[config.mk]
export PLATFORM = sky130hd
export DESIGN_NAME = gb_cpu_interrupt_ctrl_flat
export DESIGN_NICKNAME = d
export VERILOG_FILES = /design/src/rtl/gb_cpu_common_pkg.sv /design/src/rtl/gb_cpu_interrupt_ctrl_if.sv /design/src/rtl/gb_cpu_irq_priority.sv /design/src/rtl/gb_cpu_interrupt_ctrl.sv /design/src/flat_wrapper.sv
export SDC_FILE = /design/constraint.sdc
export NUM_CORES = 1
export LEC_CHECK = 0
export CAP_MARGIN = 30
export CORE_MARGIN = 2
export CORE_UTILIZATION = 32
export CTS_CLUSTER_DIAMETER = 50
export DETAILED_ROUTE_END_ITERATION = 10
export GPL_ROUTABILITY_DRIVEN = 1
export PLACE_DENSITY = 0.68
export SLEW_MARGIN = 15
export SYNTH_ARGS = -nofsm -noshare
export SYNTH_HDL_FRONTEND = slang
export SYNTH_SLANG_ARGS = --single-unit
[constraint.sdc]
create_clock -name clk -period 1.68 [get_ports clk]
set_clock_uncertainty 0.2 [all_clocks]
set_input_delay 0.336 -clock clk [delete_from_list [all_inputs] [get_ports clk]]
set_output_delay 0.336 -clock clk [all_outputs]
set_load 0.02 [all_outputs]
[src/rtl/gb_cpu_common_pkg.sv]
// Shared CPU definitions used by the interrupt controller.
//   irq_state_t           : controller state (RUN, HALT, DISPATCH)
//   IRQ_VEC_*             : low byte of each ISR entry point (high byte is 0x00)
//   DISPATCH_M_CYCLES     : length of the ISR dispatch sequence in M-cycles
//   DISPATCH_RESOLVE_STEP : dispatch step at which the vector is chosen
//   DISPATCH_LAST_STEP    : final dispatch step (PC <= vector)
package gb_cpu_common_pkg;

  typedef enum logic [1:0] {
    IRQ_RUN      = 2'd0,
    IRQ_HALT     = 2'd1,
    IRQ_DISPATCH = 2'd2
  } irq_state_t;

  localparam logic [7:0] IRQ_VEC_VBLANK = 8'h40;
  localparam logic [7:0] IRQ_VEC_LCD    = 8'h48;
  localparam logic [7:0] IRQ_VEC_TIMER  = 8'h50;
  localparam logic [7:0] IRQ_VEC_SERIAL = 8'h58;
  localparam logic [7:0] IRQ_VEC_JOYPAD = 8'h60;

  localparam int DISPATCH_M_CYCLES = 5;

  localparam logic [2:0] DISPATCH_RESOLVE_STEP = 3'd3;
  localparam logic [2:0] DISPATCH_LAST_STEP    = 3'(DISPATCH_M_CYCLES - 1);

endpackage

[src/rtl/gb_cpu_interrupt_ctrl_if.sv]
// Bus between the CPU scheduler and the interrupt controller.
//   master : scheduler side; drives boundary/control bits and IE/IF,
//            receives IME, dispatch sequencing, vector, IF ack, HALT status.
//   slave  : interrupt controller side.
interface gb_cpu_interrupt_ctrl_if;

  logic       instr_boundary_i;
  logic       ei_i;
  logic       di_i;
  logic       reti_i;
  logic       halt_i;
  logic [4:0] ie_i;
  logic [4:0] if_i;

  logic       ime_o;
  logic       dispatch_o;
  logic [2:0] dispatch_m_cycle_o;
  logic [7:0] irq_vector_o;
  logic [4:0] irq_ack_o;
  logic       halted_o;
  logic       halt_bug_o;

  modport master (
    output instr_boundary_i, ei_i, di_i, reti_i, halt_i, ie_i, if_i,
    input  ime_o, dispatch_o, dispatch_m_cycle_o, irq_vector_o, irq_ack_o,
           halted_o, halt_bug_o
  );

  modport slave (
    input  instr_boundary_i, ei_i, di_i, reti_i, halt_i, ie_i, if_i,
    output ime_o, dispatch_o, dispatch_m_cycle_o, irq_vector_o, irq_ack_o,
           halted_o, halt_bug_o
  );

endinterface

[src/rtl/gb_cpu_irq_priority.sv]
// Combinational interrupt priority resolver.
//   pending : IE & IF, bit 0 (VBlank) has the highest priority
//   grant   : one-hot of the lowest set pending bit, 0 when none
//   vector  : ISR low address byte for the granted source, 0x00 when none
module gb_cpu_irq_priority
  import gb_cpu_common_pkg::*;
(
  input  logic [4:0] pending,
  output logic [4:0] grant,
  output logic [7:0] vector
);

  always_comb begin
    grant  = 5'b00000;
    vector = 8'h00;
    if (pending[0]) begin
      grant  = 5'b00001;
      vector = IRQ_VEC_VBLANK;
    end else if (pending[1]) begin
      grant  = 5'b00010;
      vector = IRQ_VEC_LCD;
    end else if (pending[2]) begin
      grant  = 5'b00100;
      vector = IRQ_VEC_TIMER;
    end else if (pending[3]) begin
      grant  = 5'b01000;
      vector = IRQ_VEC_SERIAL;
    end else if (pending[4]) begin
      grant  = 5'b10000;
      vector = IRQ_VEC_JOYPAD;
    end
  end

endmodule

[src/rtl/gb_cpu_interrupt_ctrl.sv]
// Game Boy CPU interrupt controller: IME / delayed EI handling, HALT entry
// and exit (including the HALT bug), and the 5 M-cycle ISR dispatch sequence.
//   clk   : M-cycle clock
//   reset : asynchronous active-low reset
//   bus   : scheduler interface (slave side), see gb_cpu_interrupt_ctrl_if
module gb_cpu_interrupt_ctrl
  import gb_cpu_common_pkg::*;
(
  input  logic                    clk,
  input  logic                    reset,
  gb_cpu_interrupt_ctrl_if.slave  bus
);

  irq_state_t state, state_next;
  logic [2:0] step, step_next;
  logic       ime, ime_next, ime_ctl;
  logic       ei_pending, ei_pending_next;
  logic       halt_bug, halt_bug_next;
  logic [7:0] vec_hold, vec_hold_next;

  logic [4:0] pending;
  logic       any_pending;
  logic [4:0] grant;
  logic [7:0] vector;

  assign pending     = bus.ie_i & bus.if_i;
  assign any_pending = |pending;

  gb_cpu_irq_priority u_priority (
    .pending (pending),
    .grant   (grant),
    .vector  (vector)
  );

  always_ff @(posedge clk or negedge reset) begin
    if (!reset) begin
      state      <= IRQ_RUN;
      step       <= 3'd0;
      ime        <= 1'b0;
      ei_pending <= 1'b0;
      halt_bug   <= 1'b0;
    end else begin
      state      <= state_next;
      step       <= step_next;
      ime        <= ime_next;
      ei_pending <= ei_pending_next;
      halt_bug   <= halt_bug_next;
    end
  end

  // Vector latch only reaches the output at the last dispatch step, so it
  // needs no reset.
  always_ff @(posedge clk) begin
    vec_hold <= vec_hold_next;
  end

  always_comb begin
    state_next      = state;
    step_next       = step;
    vec_hold_next   = vec_hold;
    halt_bug_next   = 1'b0;
    ime_ctl         = ime;
    ei_pending_next = ei_pending;

    // EI arms a one-boundary delay: the armed flag is consumed at the next
    // boundary and IME becomes visible from the boundary after that. DI
    // overrides EI, RETI and any armed EI.
    if (bus.di_i) begin
      ime_ctl         = 1'b0;
      ei_pending_next = 1'b0;
    end else begin
      if (bus.reti_i) ime_ctl = 1'b1;
      if (ei_pending && bus.instr_boundary_i) begin
        ime_ctl         = 1'b1;
        ei_pending_next = 1'b0;
      end
      if (bus.ei_i) ei_pending_next = 1'b1;
    end
    ime_next = ime_ctl;

    unique case (state)
      IRQ_RUN: begin
        if (bus.instr_boundary_i) begin
          if (ime && any_pending) begin
            state_next = IRQ_DISPATCH;
            step_next  = 3'd0;
            ime_next   = 1'b0;
          end else if (bus.halt_i) begin
            // HALT with IME=0 and a pending interrupt is not entered; the
            // following fetch repeats instead.
            if (ime || !any_pending) state_next    = IRQ_HALT;
            else                     halt_bug_next = 1'b1;
          end
        end
      end
      IRQ_HALT: begin
        if (any_pending) begin
          if (ime) begin
            state_next = IRQ_DISPATCH;
            step_next  = 3'd0;
            ime_next   = 1'b0;
          end else begin
            state_next = IRQ_RUN;
          end
        end
      end
      IRQ_DISPATCH: begin
        ime_next        = ime;
        ei_pending_next = ei_pending;
        if (step == DISPATCH_RESOLVE_STEP) vec_hold_next = vector;
        if (step == DISPATCH_LAST_STEP) begin
          state_next = IRQ_RUN;
          step_next  = 3'd0;
        end else begin
          step_next = step + 3'd1;
        end
      end
      default: begin
        state_next = IRQ_RUN;
        step_next  = 3'd0;
      end
    endcase
  end

  logic in_dispatch, at_resolve, at_last;
  assign in_dispatch = (state == IRQ_DISPATCH);
  assign at_resolve  = in_dispatch && (step == DISPATCH_RESOLVE_STEP);
  assign at_last     = in_dispatch && (step == DISPATCH_LAST_STEP);

  assign bus.ime_o              = ime;
  assign bus.dispatch_o         = in_dispatch;
  assign bus.dispatch_m_cycle_o = in_dispatch ? step : 3'd0;
  // The vector is resolved from live IE&IF at step 3 (the push may have
  // overwritten IE) and held through step 4.
  assign bus.irq_vector_o       = at_resolve ? vector : (at_last ? vec_hold : 8'h00);
  assign bus.irq_ack_o          = at_resolve ? grant : 5'b00000;
  assign bus.halted_o           = (state == IRQ_HALT);
  assign bus.halt_bug_o         = halt_bug;

endmodule

[src/flat_wrapper.sv]
// flat-port wrapper written by rule: the top's interface ports become plain ports
module gb_cpu_interrupt_ctrl_flat import gb_cpu_common_pkg::*;
  (clk, reset, bus_instr_boundary_i, bus_ei_i, bus_di_i, bus_reti_i, bus_halt_i, bus_ie_i, bus_if_i, bus_ime_o, bus_dispatch_o, bus_dispatch_m_cycle_o, bus_irq_vector_o, bus_irq_ack_o, bus_halted_o, bus_halt_bug_o);
  gb_cpu_interrupt_ctrl_if bus_i ();
  input  logic clk;
  input  logic reset;
  input wire logic [$bits(bus_i.instr_boundary_i)-1:0] bus_instr_boundary_i;
  input wire logic [$bits(bus_i.ei_i)-1:0] bus_ei_i;
  input wire logic [$bits(bus_i.di_i)-1:0] bus_di_i;
  input wire logic [$bits(bus_i.reti_i)-1:0] bus_reti_i;
  input wire logic [$bits(bus_i.halt_i)-1:0] bus_halt_i;
  input wire logic [$bits(bus_i.ie_i)-1:0] bus_ie_i;
  input wire logic [$bits(bus_i.if_i)-1:0] bus_if_i;
  output wire logic [$bits(bus_i.ime_o)-1:0] bus_ime_o;
  output wire logic [$bits(bus_i.dispatch_o)-1:0] bus_dispatch_o;
  output wire logic [$bits(bus_i.dispatch_m_cycle_o)-1:0] bus_dispatch_m_cycle_o;
  output wire logic [$bits(bus_i.irq_vector_o)-1:0] bus_irq_vector_o;
  output wire logic [$bits(bus_i.irq_ack_o)-1:0] bus_irq_ack_o;
  output wire logic [$bits(bus_i.halted_o)-1:0] bus_halted_o;
  output wire logic [$bits(bus_i.halt_bug_o)-1:0] bus_halt_bug_o;
  assign bus_i.instr_boundary_i = bus_instr_boundary_i;
  assign bus_i.ei_i = bus_ei_i;
  assign bus_i.di_i = bus_di_i;
  assign bus_i.reti_i = bus_reti_i;
  assign bus_i.halt_i = bus_halt_i;
  assign bus_i.ie_i = bus_ie_i;
  assign bus_i.if_i = bus_if_i;
  assign bus_ime_o = bus_i.ime_o;
  assign bus_dispatch_o = bus_i.dispatch_o;
  assign bus_dispatch_m_cycle_o = bus_i.dispatch_m_cycle_o;
  assign bus_irq_vector_o = bus_i.irq_vector_o;
  assign bus_irq_ack_o = bus_i.irq_ack_o;
  assign bus_halted_o = bus_i.halted_o;
  assign bus_halt_bug_o = bus_i.halt_bug_o;
  gb_cpu_interrupt_ctrl u_core (.clk(clk), .reset(reset), .bus(bus_i));
endmodule
== Word level (Yosys, flattened, before mapping) ==
Cells that the tools add are included.
Storage, ports and cells
  flip-flop bits (word level): 16
  input port bits: 17
  output and inout port bits: 20
  logic and storage cells: 77
Cells by class
  add/subtract/negate cells: 1
  eq/ne operators: 11
  muxes and demuxes: 44
  bitwise operators: 2
  reduce and logical (&&, ||, !) cells: 13
Operator list (count)
  $mux 8: 6
  $mux 5: 6
  $mux 3: 6
  $mux 1: 15
  $mux 2: 7
  $pmux 3 s3: 1
  $mux 7: 1
  $ne 2x1->1 const B: 3
  $pmux 2 s3: 1
  $and 5x5->5: 1
  $reduce_and 5->1: 1
  $reduce_or 5->1: 1
  $logic_and 1x1->1: 4
  $ne 2x2->1 const B: 2
  $reduce_and 2->1: 2
  $reduce_and 4->1: 1
  $add 3x1->3 const B: 1
  $eq 3x2->1 const B: 1
  $eq 3x3->1 const B: 1
  $ne 3x1->1 const B: 1
  $ne 3x2->1 const B: 1
  $pmux 1 s3: 1
  $reduce_bool 3->1: 1
  $eq 2x1->1 const B: 1
  other kinds (5): 5

== Depth between registers and ports, before layout ==
  depth after elaboration: 9
  mapped depth: 6
  gate-level depth less buffers: 5

== Modules after synthesis ==
A second synthesis with hierarchy kept.
Second synthesis, totals
  cell total of the unflattened synthesis: 96
  area, all modules: 983.4 µm²
By module, submodules not included
  gb_cpu_interrupt_ctrl: instances 1, cells an instance 78, area an instance 865.8 µm², seq. area each 440.4 µm²
  gb_cpu_irq_priority: instances 1, cells an instance 18, area an instance 117.6 µm², seq. area each 0.0 µm²

== Worst setup path before layout ==
No wires, ideal clock.
  kind: reg-to-output
  start point: register u_core.step[0]
  end point: output bus_irq_vector_o[5]
  data arrival time: 1397 ps
  data required time: 1144 ps
  setup slack: -253 ps
  cell stages (with the launch flop): 6
  buffers on the path: 0
  cells stage by stage: dfrtp_1 > ha_1 > ha_1 > nand3b_1 > nor4_4 > a21o_1
Between the ends
  cells in the longest elaborated chain, start to end: 4
  elaborated cells between the ends (all ways): 6
  classes of those cells: 2 x eq/ne; 2 x mux; 2 x reduce/logical
Ends and longest elaborated chain
  from (decl): line gb_cpu_interrupt_ctrl.sv:15  | logic [2:0] step, step_next;
  from (signal assigned): line gb_cpu_interrupt_ctrl.sv:44  | step <= step_next;
  $eq 3x3->1: line gb_cpu_interrupt_ctrl.sv:128  | assign at_last = in_dispatch && (step == DISPATCH_LAST_STEP);
  $logic_and 1x1->1: line gb_cpu_interrupt_ctrl.sv:128
  $mux 8: line gb_cpu_interrupt_ctrl.sv:135  | assign bus.irq_vector_o = at_resolve ? vector : (at_last ? vec_hold : 8'h00);
  $mux 8 (*): line gb_cpu_interrupt_ctrl.sv:135
  to (decl): line flat_wrapper.sv:17  | output wire logic [$bits(bus_i.irq_vector_o)-1:0] bus_irq_vector_o;
Mark *: on every way between the ends. The rest lies on a longest branch, timed or not.

== Worst setup path in the final report ==
  start point: register u_core.step[1]
  end point: output bus_irq_vector_o[6]
Between the ends
  elaborated cells between the ends (all ways): 6
  classes of those cells: 2 x eq/ne; 2 x mux; 2 x reduce/logical
RTL lines
  $eq 3x2->1: line gb_cpu_interrupt_ctrl.sv:127  | assign at_resolve = in_dispatch && (step == DISPATCH_RESOLVE_STEP);
  $logic_and 1x1->1: line gb_cpu_interrupt_ctrl.sv:127
  via u_core.at_resolve: line gb_cpu_interrupt_ctrl.sv:125  | logic in_dispatch, at_resolve, at_last;
  $mux 8: line gb_cpu_interrupt_ctrl.sv:135
The timed path passes the listed nets, and every way through them passes these cells.

==> run summary <==
### Worst setup path
* u_core.step[1] — worst setup path startpoint
* output port — critical path endpoint category
* 4 — Crit Path Max Fanout
* flop — CP startpoint kind
* 1.66 ns — Arr. time, crit path
* 6 — Worst R2R Path Depth
* u_core.step[1] — reg2reg start
* 1.14 ns — Worst EP required
* -0.02 ns — slack of the worst reg-to-reg path
* flop to output port — Setup CP Type
* u_core.vec_hold[4] — destination of the worst register-to-register timing path

### Timing
* 1.308 — period utilisation layout
* -0.5181 ns — crit path setup slack, layout
* 454.9 MHz — maximum achievable frequency
* -4.315 ns — final setup TNS
* 0 — number of failing hold endpoints at the final stage
* 19 — total setup violations reported at the end of the flow
* 2.198 ns — final critical delay including setup and external delays
* 0 — number of slew-limit violations in the final report
* yes — unrepaired setup endpoints after global routing

### Clocking
* 12 — CTS sink cnt
* 3 — number of CTS-inserted buffers
* done — clock tree from TritonCTS
* 0.27 ns — clock latency on the worst-skew pair
* 0.08 ns — Reg clk slew, reported paths
* sky130_fd_sc_hd__clkbuf_4 — clock tree root driver cell
* 1 — Clock H-tree levels
* 0 — number of hold-repair buffers added at the cts stage
* 2 — Max clock buf depth

### Global routing
* 0.3827 — global routing usage on met2
* 0.01944 — GRT met3 Usage
* 0.2583 — met1 Usage GRT
* 0 — aggregate global routing overflow
* 0.2158 — global routing usage summed across all routing layers
* met2 — global route hottest layer
* 4395 µm — global-route wire length before repair
* 9 — largest net degree at the start of global routing
* 938 — vias in the first global route
* 0 — number of antenna violations at the first check in global routing

### Placement
* 1865 µm — post-DP HPWL
* 32 — input/output buffers
* 0.7492 — final weighted congestion of routability-driven global placement

### Die
* 0.3452 — starting density of the core
* 53.55 µm — Die H
* 53.55 µm — width of the chip
* 2868 µm² — Die ar.
* 2276 µm² — placeable core area
* 37 — Top Ports
* 17 — total number of placement rows

### Hold path
* input pin to async pin — type of the most critical hold path

### Logic synthesis
* 12 — FF+latch count, synth
* 0.2213 — compound-gate portion of the synthesized area
* 33 — count of unique library cells instantiated by Yosys
* sky130_fd_sc_hd__dfrtp_1 — library cell occupying the most area in the post-synthesis netlist
* 84 — gate count of the mapped netlist
* 0 — post-synthesis share of cell area spent on xor and xnor gates
* 0.2548 — share of the synthesized area in the top cell type
* simple AND/OR/NAND/NOR gates — largest family of logic cells by synthesized area
* 0.04777 — synthesized-area fraction occupied by adder cells
* 0.2309 — Post-Synth Simple-Gate Area
* 9.354 µm² — Synth Area per Inst
* 785.8 µm² — Post-Syn Area
* 0 — mux share of post-synthesis cell area
* 0 — number of warnings issued by yosys
* sky130_fd_sc_hd__dfrtp_1 (25%), sky130_fd_sc_hd__edfxtp_1 (15%), sky130_fd_sc_hd__buf_4 (4.8%) — dominant cells by area after synthesis
* 0.4076 — fraction of the yosys area taken by sequential cells

### Pwr
* 943.2 µV — maximum vdd ir drop
* 1196 nW/µm² — total power density per cell area
* 0.7258 nW — Static Leakage

### Routing
* 0 — post-detailed-route count of antenna-violating nets
* 0 — Post-route DRC
* 4 — first-pass detailed-route iteration total
* 5.072 — routed vias/inst
* 25 — violation count after the first detailed-route iteration
* 918 — via count
* 2648 µm — total detailed-routing wirelength
* 14.63 µm — average detailed-routed wire length per instance

### Cells and area
* 0.7097 — final core occ
* 0.5490 — fraction of layout instances using a drive strength above 1
* 174 — number of nets in the layout
* 105.6% — area added between synthesis and finish
* 0 — antenna fix cells
* sky130_fd_sc_hd__buf_4 — most common cell after layout, fill and taps aside
* sky130_fd_sc_hd__buf_4 (33), sky130_fd_sc_hd__buf_6 (16), sky130_fd_sc_hd__clkdlybuf4s50_1 (11) — most frequent cells in the layout

### Outcome
* finished, violations left — run status
* negative setup slack — violated checks

### Run
* 0 — number of max-cap violations

metrics by stage:
step / setup WS (ns) / instances / area (µm²) / hold slack (ns) / total power [mW]
after floorplan: -0.2254 / 87 / 867.1 / -0.1596 / 0.9523
after global placement: -0.9587 / 170 / 1398 / 0.2748 / 1.404
after detailed placement: -0.9480 / 170 / 1398 / 0.2865 / 1.427
after CTS: -0.5244 / 182 / 1563 / 0.1582 / 1.808
after global routing: -0.5962 / 181 / 1615 / 0.1687 / 2.059
final: -0.5181 / 181 / 1615 / 0.1515 / 1.932
worst max-delay path, cell delays in order (launching register included):
cell and delay [ns]:
sky130_fd_sc_hd__dfrtp_1 0.42, sky130_fd_sc_hd__ha_4 0.18, sky130_fd_sc_hd__ha_4 0.17, sky130_fd_sc_hd__nand3b_1 0.20, sky130_fd_sc_hd__inv_2 0.08, sky130_fd_sc_hd__a22o_4 0.22
sky130_fd_sc_hd__buf_6 0.12
what timing repair did:
item,CTS,global route
setup buffers,9,5
endpoints found under the setup margin,17,21
resized for setup,103,18
endpoints found under the hold margin,0,0
cloned,0,0
pin swaps,10,3
report_power, final:
group / switching (mW) / total [mW] / internal [mW]
Combinational: 0.626 / 1.29 / 0.667
Clock: 0.102 / 0.188 / 0.0859
Sequential: 0.0652 / 0.452 / 0.387
routing by layer:
layer	routed length [µm]	vias up
li1	-	439
met1	1094	446
met3	112	6
met4	60	0
met5	0	-
met2	1380	27
sequential cells by signal, indices dropped and copies added (netlist names):
register / count
u_core.bus.halt_bug_o: 1
u_core.step: 3
u_core.vec_hold: 4
u_core.ei_pending: 1
u_core.state: 2
u_core.bus.ime_o: 1
logic make-up (layout without fill, tap and decap cells):
family / after synthesis / in the layout
AND/OR/NAND/NOR: 33 / 33
AO/OA/AOI/OAI: 22 / 22
buffers and inverters: 13 / 79
adder cells (fa/ha/maj): 3 / 3
other: 1 / 4
flip-flops: 12 / 12
worst max-delay path by stage:
stage | endpoint | slack [ns]
finish | bus_irq_vector_o[6] | -0.52
global route | bus_irq_vector_o[5] | -0.60
detailed placement | bus_irq_vector_o[5] | -0.95
global placement | bus_irq_vector_o[5] | -0.96
floorplan | bus_irq_vector_o[5] | -0.23
CTS | bus_irq_vector_o[6] | -0.52
synth_stat cells (all sizes together):
| cell | n |
|---|---|
| dfrtp | 8 |
| a31oi | 1 |
| conb | 1 |
| nor4 | 1 |
| a21o | 2 |
| a32oi | 1 |
| nand2b | 1 |
| nor2 | 10 |
| nand2 | 6 |
| nand3 | 7 |
| a22o | 3 |
| nand4b | 1 |
| o21ai | 2 |
| nand3b | 1 |
| ha | 3 |
| a21oi | 4 |
| a221oi | 1 |
| nor3 | 4 |
| and3 | 1 |
| a22oi | 2 |
| o32ai | 1 |
| a32o | 1 |
| nor2b | 1 |
| inv | 7 |
| buf | 6 |
| o2bb2ai | 1 |
| edfxtp | 4 |
| o31ai | 3 |
final cells by class:
class / count / area, µm²
Clock buffer: 3 / 22.52
Clock inverter: 1 / 3.754
Fill cell: 175 / 660.6
Inverter: 7 / 31.28
Multi-Input combinational cell: 62 / 576.8
Sequential cell: 12 / 320.3
Tap cell: 28 / 35.03
Timing Repair Buffer: 68 / 625.6
No activity file was read; power rests on OpenSTA's default activity.
